### config.mk
export PLATFORM = sky130hd
export DESIGN_NAME = multi_cycle_ctr
export DESIGN_NICKNAME = d
export VERILOG_FILES = /design/src/rtl/mcctr_pkg.sv /design/src/rtl/mcctr_decode.sv /design/src/rtl/multi_cycle_ctr.sv
export SDC_FILE = /design/constraint.sdc
export NUM_CORES = 1
export LEC_CHECK = 0
export BUFFER_PORTS_ARGS = -buffer_cell sky130_fd_sc_hd__buf_4
export CAP_MARGIN = 5
export CORE_AREA = 2 2 39 41
export CTS_CLUSTER_SIZE = 12
export DETAILED_ROUTE_END_ITERATION = 6
export DIE_AREA = 0 0 41 43
export PLACE_DENSITY = 0.73
export SYNTH_ARGS = -nofsm -noshare
export SYNTH_HDL_FRONTEND = slang
export SYNTH_SLANG_ARGS = --single-unit
### constraint.sdc
create_clock -name i_clk -period 1.7 [get_ports i_clk]
set_clock_uncertainty 0.1 [all_clocks]
set_input_delay 0.085 -clock i_clk [delete_from_list [all_inputs] [get_ports i_clk]]
set_output_delay 0.085 -clock i_clk [all_outputs]
set_load 0.01 [all_outputs]
### src/rtl/mcctr_pkg.sv
// ---------------------------------------------------------------------------
// mcctr_pkg
// Shared definitions for the multi-cycle MIPS main controller:
//   - state_t   : controller state encoding (also exported on o_state)
//   - OP_*      : supported IR[31:26] opcodes
//   - ALUOP_*, SRCB_*, PCSRC_* : datapath mux / ALU encodings
//   - ctrl_t    : the per-state control word produced by mcctr_decode
// The ADDIEX/ADDIWB states always exist in the encoding; they are only
// reachable when MCCTR_ADDI_EN is defined.
// ---------------------------------------------------------------------------
package mcctr_pkg;

    typedef enum logic [3:0] {
        ST_FETCH  = 4'd0,
        ST_DECODE = 4'd1,
        ST_MEMADR = 4'd2,
        ST_MEMRD  = 4'd3,
        ST_MEMWB  = 4'd4,
        ST_MEMWR  = 4'd5,
        ST_EXEC   = 4'd6,
        ST_ALUWB  = 4'd7,
        ST_BRANCH = 4'd8,
        ST_JUMP   = 4'd9,
        ST_ADDIEX = 4'd10,
        ST_ADDIWB = 4'd11
    } state_t;

    localparam logic [5:0] OP_RTYPE = 6'b000000;
    localparam logic [5:0] OP_LW    = 6'b100011;
    localparam logic [5:0] OP_SW    = 6'b101011;
    localparam logic [5:0] OP_BEQ   = 6'b000100;
    localparam logic [5:0] OP_J     = 6'b000010;
    localparam logic [5:0] OP_ADDI  = 6'b001000;

    localparam logic [1:0] ALUOP_ADD   = 2'b00;
    localparam logic [1:0] ALUOP_SUB   = 2'b01;
    localparam logic [1:0] ALUOP_FUNCT = 2'b10;

    localparam logic [1:0] SRCB_REGB    = 2'b00;
    localparam logic [1:0] SRCB_FOUR    = 2'b01;
    localparam logic [1:0] SRCB_IMM     = 2'b10;
    localparam logic [1:0] SRCB_IMM_SH2 = 2'b11;

    localparam logic [1:0] PCSRC_ALU    = 2'b00;
    localparam logic [1:0] PCSRC_ALUOUT = 2'b01;
    localparam logic [1:0] PCSRC_JUMP   = 2'b10;

    typedef struct packed {
        logic       pc_write;
        logic       pc_write_cond;
        logic       ior_d;
        logic       mem_read;
        logic       mem_write;
        logic       ir_write;
        logic       mem_to_reg;
        logic       reg_dst;
        logic       reg_write;
        logic       alu_src_a;
        logic [1:0] alu_src_b;
        logic [1:0] alu_op;
        logic [1:0] pc_source;
        logic       instr_done;
    } ctrl_t;

endpackage

### src/rtl/mcctr_decode.sv
// ---------------------------------------------------------------------------
// mcctr_decode
// Purely combinational state -> control-word decode for multi_cycle_ctr.
// Ports:
//   i_state     in   current controller state
//   i_mem_ready in   memory handshake (only affects FETCH and MEMWR outputs)
//   o_ctrl      out  control word; every field not named for a state is 0
// Optional feature: MCCTR_ADDI_EN adds the ADDIEX/ADDIWB decodes.
// ---------------------------------------------------------------------------
module mcctr_decode
    import mcctr_pkg::*;
(
    input  state_t i_state,
    input  logic   i_mem_ready,
    output ctrl_t  o_ctrl
);

    always_comb begin
        o_ctrl = '0;
        case (i_state)
            ST_FETCH: begin
                o_ctrl.mem_read  = 1'b1;
                o_ctrl.alu_src_b = SRCB_FOUR;
                o_ctrl.alu_op    = ALUOP_ADD;
                o_ctrl.pc_source = PCSRC_ALU;
                // IR and PC only load once the instruction word is valid.
                o_ctrl.ir_write  = i_mem_ready;
                o_ctrl.pc_write  = i_mem_ready;
            end
            ST_DECODE: begin
                // Speculative branch target (PC+4 + imm<<2) into aluOut.
                o_ctrl.alu_src_b = SRCB_IMM_SH2;
                o_ctrl.alu_op    = ALUOP_ADD;
            end
            ST_MEMADR: begin
                o_ctrl.alu_src_a = 1'b1;
                o_ctrl.alu_src_b = SRCB_IMM;
                o_ctrl.alu_op    = ALUOP_ADD;
            end
            ST_MEMRD: begin
                o_ctrl.mem_read = 1'b1;
                o_ctrl.ior_d    = 1'b1;
            end
            ST_MEMWB: begin
                o_ctrl.reg_write  = 1'b1;
                o_ctrl.mem_to_reg = 1'b1;
                o_ctrl.instr_done = 1'b1;
            end
            ST_MEMWR: begin
                o_ctrl.mem_write  = 1'b1;
                o_ctrl.ior_d      = 1'b1;
                o_ctrl.instr_done = i_mem_ready;
            end
            ST_EXEC: begin
                o_ctrl.alu_src_a = 1'b1;
                o_ctrl.alu_src_b = SRCB_REGB;
                o_ctrl.alu_op    = ALUOP_FUNCT;
            end
            ST_ALUWB: begin
                o_ctrl.reg_write  = 1'b1;
                o_ctrl.reg_dst    = 1'b1;
                o_ctrl.instr_done = 1'b1;
            end
            ST_BRANCH: begin
                o_ctrl.alu_src_a     = 1'b1;
                o_ctrl.alu_src_b     = SRCB_REGB;
                o_ctrl.alu_op        = ALUOP_SUB;
                o_ctrl.pc_write_cond = 1'b1;
                o_ctrl.pc_source     = PCSRC_ALUOUT;
                o_ctrl.instr_done    = 1'b1;
            end
            ST_JUMP: begin
                o_ctrl.pc_write   = 1'b1;
                o_ctrl.pc_source  = PCSRC_JUMP;
                o_ctrl.instr_done = 1'b1;
            end
`ifdef MCCTR_ADDI_EN
            ST_ADDIEX: begin
                o_ctrl.alu_src_a = 1'b1;
                o_ctrl.alu_src_b = SRCB_IMM;
                o_ctrl.alu_op    = ALUOP_ADD;
            end
            ST_ADDIWB: begin
                o_ctrl.reg_write  = 1'b1;
                o_ctrl.instr_done = 1'b1;
            end
`endif
            default: o_ctrl = '0;
        endcase
    end

endmodule

### src/rtl/multi_cycle_ctr.sv
// ---------------------------------------------------------------------------
// multi_cycle_ctr
// Main controller of the multi-cycle MIPS core. Sequences the shared ALU,
// register file, unified memory port, IR and PC for R-type, lw, sw, beq, j.
// Optional feature: define MCCTR_ADDI_EN to support addi (opcode 001000);
// otherwise 001000 is treated as illegal.
// Ports:
//   i_clk            in   core clock, rising edge
//   i_rst_n          in   asynchronous active-low reset
//   i_op_code[5:0]   in   IR[31:26], used in DECODE and MEMADR
//   i_mem_ready      in   memory completes the access this cycle
//   o_pc_write       out  unconditional PC load
//   o_pc_write_cond  out  PC load if ALU zero
//   o_ior_d          out  memory address select: 0=PC, 1=aluOut
//   o_mem_read       out  memory read strobe
//   o_mem_write      out  memory write strobe
//   o_ir_write       out  IR load
//   o_mem_to_reg     out  write-back data: 1=memory
//   o_reg_dst        out  write-back register: 1=rd, 0=rt
//   o_reg_write      out  register-file write
//   o_alu_src_a      out  0=PC, 1=regA
//   o_alu_src_b[1:0] out  00=regB, 01=4, 10=imm, 11=imm<<2
//   o_alu_op[1:0]    out  00=add, 01=sub, 10=funct
//   o_pc_source[1:0] out  00=ALU, 01=aluOut, 10=jump target
//   o_instr_done     out  pulse in last cycle of a completed instruction
//   o_illegal_op     out  pulse in DECODE for an unsupported opcode
//   o_state[3:0]     out  current state encoding (debug)
// ---------------------------------------------------------------------------
module multi_cycle_ctr
    import mcctr_pkg::*;
(
    input  logic       i_clk,
    input  logic       i_rst_n,
    input  logic [5:0] i_op_code,
    input  logic       i_mem_ready,
    output logic       o_pc_write,
    output logic       o_pc_write_cond,
    output logic       o_ior_d,
    output logic       o_mem_read,
    output logic       o_mem_write,
    output logic       o_ir_write,
    output logic       o_mem_to_reg,
    output logic       o_reg_dst,
    output logic       o_reg_write,
    output logic       o_alu_src_a,
    output logic [1:0] o_alu_src_b,
    output logic [1:0] o_alu_op,
    output logic [1:0] o_pc_source,
    output logic       o_instr_done,
    output logic       o_illegal_op,
    output logic [3:0] o_state
);

    state_t r_state;
    state_t w_state_next;
    logic   w_illegal;
    ctrl_t  w_ctrl;

    // State register.
    always_ff @(posedge i_clk or negedge i_rst_n) begin
        if (!i_rst_n) begin
            r_state <= ST_FETCH;
        end else begin
            r_state <= w_state_next;
        end
    end

    // Next-state logic; illegal-opcode detection lives here because it is
    // a function of the opcode, not of the state alone.
    always_comb begin
        w_state_next = r_state;
        w_illegal    = 1'b0;
        case (r_state)
            ST_FETCH:  if (i_mem_ready) w_state_next = ST_DECODE;
            ST_DECODE: begin
                case (i_op_code)
                    OP_RTYPE:     w_state_next = ST_EXEC;
                    OP_LW, OP_SW: w_state_next = ST_MEMADR;
                    OP_BEQ:       w_state_next = ST_BRANCH;
                    OP_J:         w_state_next = ST_JUMP;
`ifdef MCCTR_ADDI_EN
                    OP_ADDI:      w_state_next = ST_ADDIEX;
`endif
                    default: begin
                        w_illegal    = 1'b1;
                        w_state_next = ST_FETCH;
                    end
                endcase
            end
            // Only lw/sw reach MEMADR and IR holds the opcode stable.
            ST_MEMADR: w_state_next = (i_op_code == OP_SW) ? ST_MEMWR : ST_MEMRD;
            ST_MEMRD:  if (i_mem_ready) w_state_next = ST_MEMWB;
            ST_MEMWR:  if (i_mem_ready) w_state_next = ST_FETCH;
            ST_EXEC:   w_state_next = ST_ALUWB;
            ST_MEMWB, ST_ALUWB, ST_BRANCH, ST_JUMP: w_state_next = ST_FETCH;
`ifdef MCCTR_ADDI_EN
            ST_ADDIEX: w_state_next = ST_ADDIWB;
            ST_ADDIWB: w_state_next = ST_FETCH;
`endif
            default:   w_state_next = ST_FETCH;
        endcase
    end

    mcctr_decode u_decode (
        .i_state     (r_state),
        .i_mem_ready (i_mem_ready),
        .o_ctrl      (w_ctrl)
    );

    // Output logic. Strobes are gated by reset directly so that a write
    // already in progress is dropped the moment i_rst_n falls, and FETCH's
    // read strobe stays quiet until reset is released.
    always_comb begin
        o_pc_write      = 1'b0;
        o_pc_write_cond = 1'b0;
        o_ior_d         = 1'b0;
        o_mem_read      = 1'b0;
        o_mem_write     = 1'b0;
        o_ir_write      = 1'b0;
        o_mem_to_reg    = 1'b0;
        o_reg_dst       = 1'b0;
        o_reg_write     = 1'b0;
        o_alu_src_a     = 1'b0;
        o_alu_src_b     = 2'b00;
        o_alu_op        = 2'b00;
        o_pc_source     = 2'b00;
        o_instr_done    = 1'b0;
        o_illegal_op    = 1'b0;
        if (i_rst_n) begin
            o_pc_write      = w_ctrl.pc_write;
            o_pc_write_cond = w_ctrl.pc_write_cond;
            o_ior_d         = w_ctrl.ior_d;
            o_mem_read      = w_ctrl.mem_read;
            o_mem_write     = w_ctrl.mem_write;
            o_ir_write      = w_ctrl.ir_write;
            o_mem_to_reg    = w_ctrl.mem_to_reg;
            o_reg_dst       = w_ctrl.reg_dst;
            o_reg_write     = w_ctrl.reg_write;
            o_alu_src_a     = w_ctrl.alu_src_a;
            o_alu_src_b     = w_ctrl.alu_src_b;
            o_alu_op        = w_ctrl.alu_op;
            o_pc_source     = w_ctrl.pc_source;
            o_instr_done    = w_ctrl.instr_done;
            o_illegal_op    = w_illegal;
        end
    end

    assign o_state = r_state;

endmodule

After elaboration in Yosys (flattened, before gate mapping)
Index checks and enable logic that the tools add are counted.
W data, S select, Z words.

cells by class
  eq/ne operators = 16
  mux-type cells = 36
  reductions and logical operators = 10

operators by type and width
  operator              number
  $pmux W4 S6           1
  $mux W1               23
  $pmux W4 S5           1
  $eq A4 B3 Y1 const B  4
  $pmux W4 S4           1
  $eq A6 B6 Y1 const B  2
  $mux W4               3
  $eq A4 B2 Y1 const B  2
  $eq A4 B4 Y1 const B  2
  $reduce_or A2 Y1      4
  $eq A6 B2 Y1 const B  1
  $eq A6 B3 Y1 const B  1
  $logic_not A6 Y1      1
  $mux W2               3
  $ne A2 B2 Y1 const B  3
  $reduce_or A5 Y1      1
  $eq A4 B1 Y1 const B  1
  $logic_not A4 Y1      1
  $pmux W1 S2           2
  $pmux W2 S2           1
  $reduce_or A4 Y1      1
  $mux W3               1
  $reduce_and A3 Y1     1
  $reduce_or A3 Y1      1

word-level totals
  input bits = 9
  word-level logic and storage cells = 63
  flip-flop bits (word level) = 4

Longest topological paths before layout
  depth in word-level cells = 5
  mapped depth = 5
  mapped depth without buffers = 3

Modules after synthesis
A second synthesis with hierarchy kept.

unflattened totals
  cell total of the unflattened synthesis = 88
  area total of the unflattened synthesis = 671.9 um2

by module, submodules not included
  module           cells an instance  area an instance (um2)  times used
  multi_cycle_ctr  55                 427.9                   1
  mcctr_decode     33                 244.0                   1

Least setup slack after synthesis
No wires, ideal clock.

  kind = register -> output
  from = reg r_state[0], in the netlist o_state[0]
  to = out o_pc_write
  arrival time = 1.258 ns
  path slack = 0.257 ns
  data required time = 1.515 ns
  cell stages (with the launch flop) = 4
  path through = dfrtp_1 > or2_2 > clkbuf_1 > o32ai_1

between the ends
  word-level cells in the longest chain between the ends = 3
  elaborated cells on any way between the ends = 4
  classes of those cells = eq/ne: 1; mux: 2; reduce/logical: 1

RTL lines
  element                                           line                    source
  from (decl)                                       multi_cycle_ctr.sv:54   state_t r_state;
  from (signal assigned)                            multi_cycle_ctr.sv:64   r_state <= w_state_next;
  $eq A4 B4 Y1 or $logic_not A4 Y1 (tied branches)  mcctr_decode.sv:20      case (i_state)
  $pmux W1 S2 (*)                                   mcctr_decode.sv:20
  $mux W1 (*)                                       multi_cycle_ctr.sv:129  if (i_rst_n) begin
  to (decl)                                         multi_cycle_ctr.sv:36   output logic o_pc_write,

Mark *: on every way between the ends. The rest lies on a longest branch, timed or not.

Worst setup path in the final report
  from = in i_rst_n
  to = out o_alu_op[1]

between the ends
  word-level cells in the longest chain between the ends = 1

RTL lines
  element      line                    source
  from (decl)  multi_cycle_ctr.sv:33   input logic i_rst_n,
  $mux W2      multi_cycle_ctr.sv:129
  to (decl)    multi_cycle_ctr.sv:47   output logic [1:0] o_alu_op,

Every way passes these cells.

==> key figures <==
Status
  – Status: complete, no violations

Global routing
  – Largest net degree at the start of global routing: 13
  – Antenna violations before repair: 0
  – Congestion Overflow GR: 0
  – GRT Util Overall: 21.2%
  – Global-route wire length before repair: 2.67 mm
  – Vias in the first global route: 588

Worst setup path
  – CP Launch Type: input port
  – Crit path depth: 6
  – Most common cell on crit path: buf_4
  – Delay of the slowest critical-path stage: 520 ps
  – CP cell instances: dlygate4sd3_1 -> buf_4 -> nor2b_2 -> nand2_1 -> nor3_1 -> buf_4
  – FF-to-FF path depth: 4
  – Slowest-stage cell, CP: dlygate4sd3_1
  – Top delay family on crit path: buffers and inverters
  – Critical path capture point type: primary output
  – CP bufs+invs: 3
  – Crit path required time: 1510 ps
  – Crit Path Max Fanout: 11
  – Crit path arrival time: 1440 ps
  – Setup Crit Path Kind: in -> out

STA
  – Fin. max-slew vios: 0
  – Slew HR: 75.8%
  – Max Clock Freq: 617 MHz
  – Post-layout min period: 1620 ps
  – Unrepaired setup endpoints after global routing: false
  – Final hold vios: 0
  – Slew of the pin with the lowest slew margin: 358 ps
  – Hold WS: 54.1 ps
  – Final setup fails: 0
  – Crit share post-route: 95.4%
  – Setup total negative slack: 0 ps

Die
  – Total core area: 0.00138 mm2
  – # IOs: 31
  – Row count: 14
  – Die width: 41 um
  – Die area: 0.00176 mm2
  – Initial Util: 37.3%
  – Die height: 43 um

Final layout
  – Area delta synth->final: 54.0%
  – Max reg flops: 4
  – Most frequent cells in the layout: buf_4, nor2_1, nor3_1
  – Net count, final: 113
  – Filler Cells Inserted: 123
  – Antenna Cells: 0
  – Layout cell share with drive strength beyond 1: 44.1%
  – Commonest non-fill, non-tap cell in the layout: buf_4

Yosys
  – Post-synthesis cell area: 517 um2
  – Number of synthesized flops with an enable pin: 0
  – YS warnings: 0
  – Mapped Nets: 81
  – Netlist cell types: 36
  – Mean post-synth cell area: 7.18 um2
  – Predominant post-synthesis flop cell: dfrtp_1
  – Top cell type's share of synthesized area: 19.4%
  – Yosys top cell by area: dfrtp_1
  – Post-synthesis register bit count: 4
  – Cells after synthesis: 72
  – Synth top area cells: dfrtp_1, nor2_1, and3_1
  – Post-synthesis async set-or-reset flop share: 100%
  – Sequential area share after synthesis: 19.4%

Hold path
  – Hold Crit Depth: 3
  – Hold/Removal Path Class: in -> reg

Route
  – Vias: 663
  – Initial DRC Count: 12
  – Avg Vias per Cell: 5.62
  – DR pass1 iterations: 4
  – Routed Antenna Nets: 0
  – Final wirelength: 1.59 mm
  – Remaining DRCs: 0
  – Routed wire length per instance: 13.4 um

CTS
  – CTS buffer count: 3
  – Maximum clock insertion buffer count: 2
  – H-tree levels: 1
  – Post-CTS Setup Inserts: 0
  – Clock transition at path regs: 40 ps
  – Sink Count: 4
  – Clk_lat worst skew: 250 ps
  – CTS tree: built
  – CTS Root Cell: clkbuf_4

Placement
  – Post-DP HPWL: 1.24 mm
  – Port bufs: 30
  – GPL Wtd Cong: 0.813

Power and ir drop
  – Pwr Density: 1150 mW/mm2
  – Peak supply drop: 0.507 mV
  – Leakage: 0.000408 uW

Flow run
  – Max-cap violations: 0
[worst paths after layout]
| path | startpoint | endpoint | slack (ps) |
|---|---|---|---|
| max | i_rst_n | o_alu_op[1] | 80 |
| min | i_op_code[4] | o_state[3]$_DFFE_PN0P_ | 50 |
| max reg2reg | o_state[1]$_DFFE_PN0P_ | o_state[0]$_DFFE_PN0P_ | 270 |
| min reg2reg | o_state[3]$_DFFE_PN0P_ | o_state[0]$_DFFE_PN0P_ | 500 |
| max in group asynchronous | i_rst_n | o_state[3]$_DFFE_PN0P_ | 1250 |
| min in group asynchronous | i_rst_n | o_state[2]$_DFFE_PN0P_ | 100 |
[metrics by stage]
step	cells	utilization (%)	total power, uW	instance area (um2)	setup WS, ps
finish	118	57.5	917	796	78.2
global route	118	57.5	1010	796	14.0
CTS	118	56.2	892	778	27.2
detailed placement	114	53.9	757	746	284
global placement	114	53.9	759	746	273
floorplan	72	-	526	517	257
[what timing repair did]
item | 4_1_cts | 5_1_grt
endpoints found under the setup margin | 0 | 9
hold buffers | 1 | 0
resized for setup | 0 | 7
hold endpoints to repair | 4 | 0
[worst register-to-register path, stage by stage (launching register included)]
cell and delay [ps]:
dfrtp_1 410, buf_4 190, nor4bb_1 380, a31oi_1 80, a31oi_1 180
[kinds of logic after synthesis]
group / share of synthesized area [%]
AO/OA/AOI/OAI: 23.5
AND/OR/NAND/NOR: 43.1
buffers and inverters: 8.96
XOR/XNOR: 5.09
flip-flops: 19.4
[report_power, final]
group,total (uW),internal [uW],leakage [uW],switching [uW]
sequential,155,122,0.0000505,32.1
clock,130,79.8,0.0000138,50.4
combinational,633,297,0.000344,336
total,917,499,0.000408,418
[Yosys cell counts, types with 2 or more instances]
| cell | instances |
|---|---|
| inv_1 | 4 |
| xor2_1 | 2 |
| nor4_1 | 2 |
| nand2_1 | 3 |
| dfrtp_1 | 4 |
| nor2_1 | 9 |
| nor3_1 | 5 |
| nor2b_1 | 4 |
| and3_1 | 4 |
| o21ai_0 | 3 |
| a211o_1 | 2 |
| buf_2 | 4 |
| a31oi_1 | 3 |
[cell type report]
| type | count | area [um2] | area share, % |
|---|---|---|---|
| tap | 16 | 20.0 | 2.52 |
| inverter | 4 | 15.0 | 1.89 |
| multi-input combinational | 58 | 385 | 48.4 |
| sequential | 4 | 103 | 12.9 |
| clock buffer | 3 | 22.5 | 2.83 |
| timing repair buffer | 33 | 250 | 31.4 |
[metal layers]
| layer | part of all wire [%] | up-vias | GRT usage (%) |
|---|---|---|---|
| li1 | - | 333 | - |
| met1 | 43 | 307 | 28.9 |
| met2 | 52 | 21 | 32.5 |
| met3 | 3.9 | 2 | 3.14 |
| met4 | 0.63 | 0 | 8.00 |
| met5 | 0 | - | 0 |
Power figures use the tool's default switching activity.
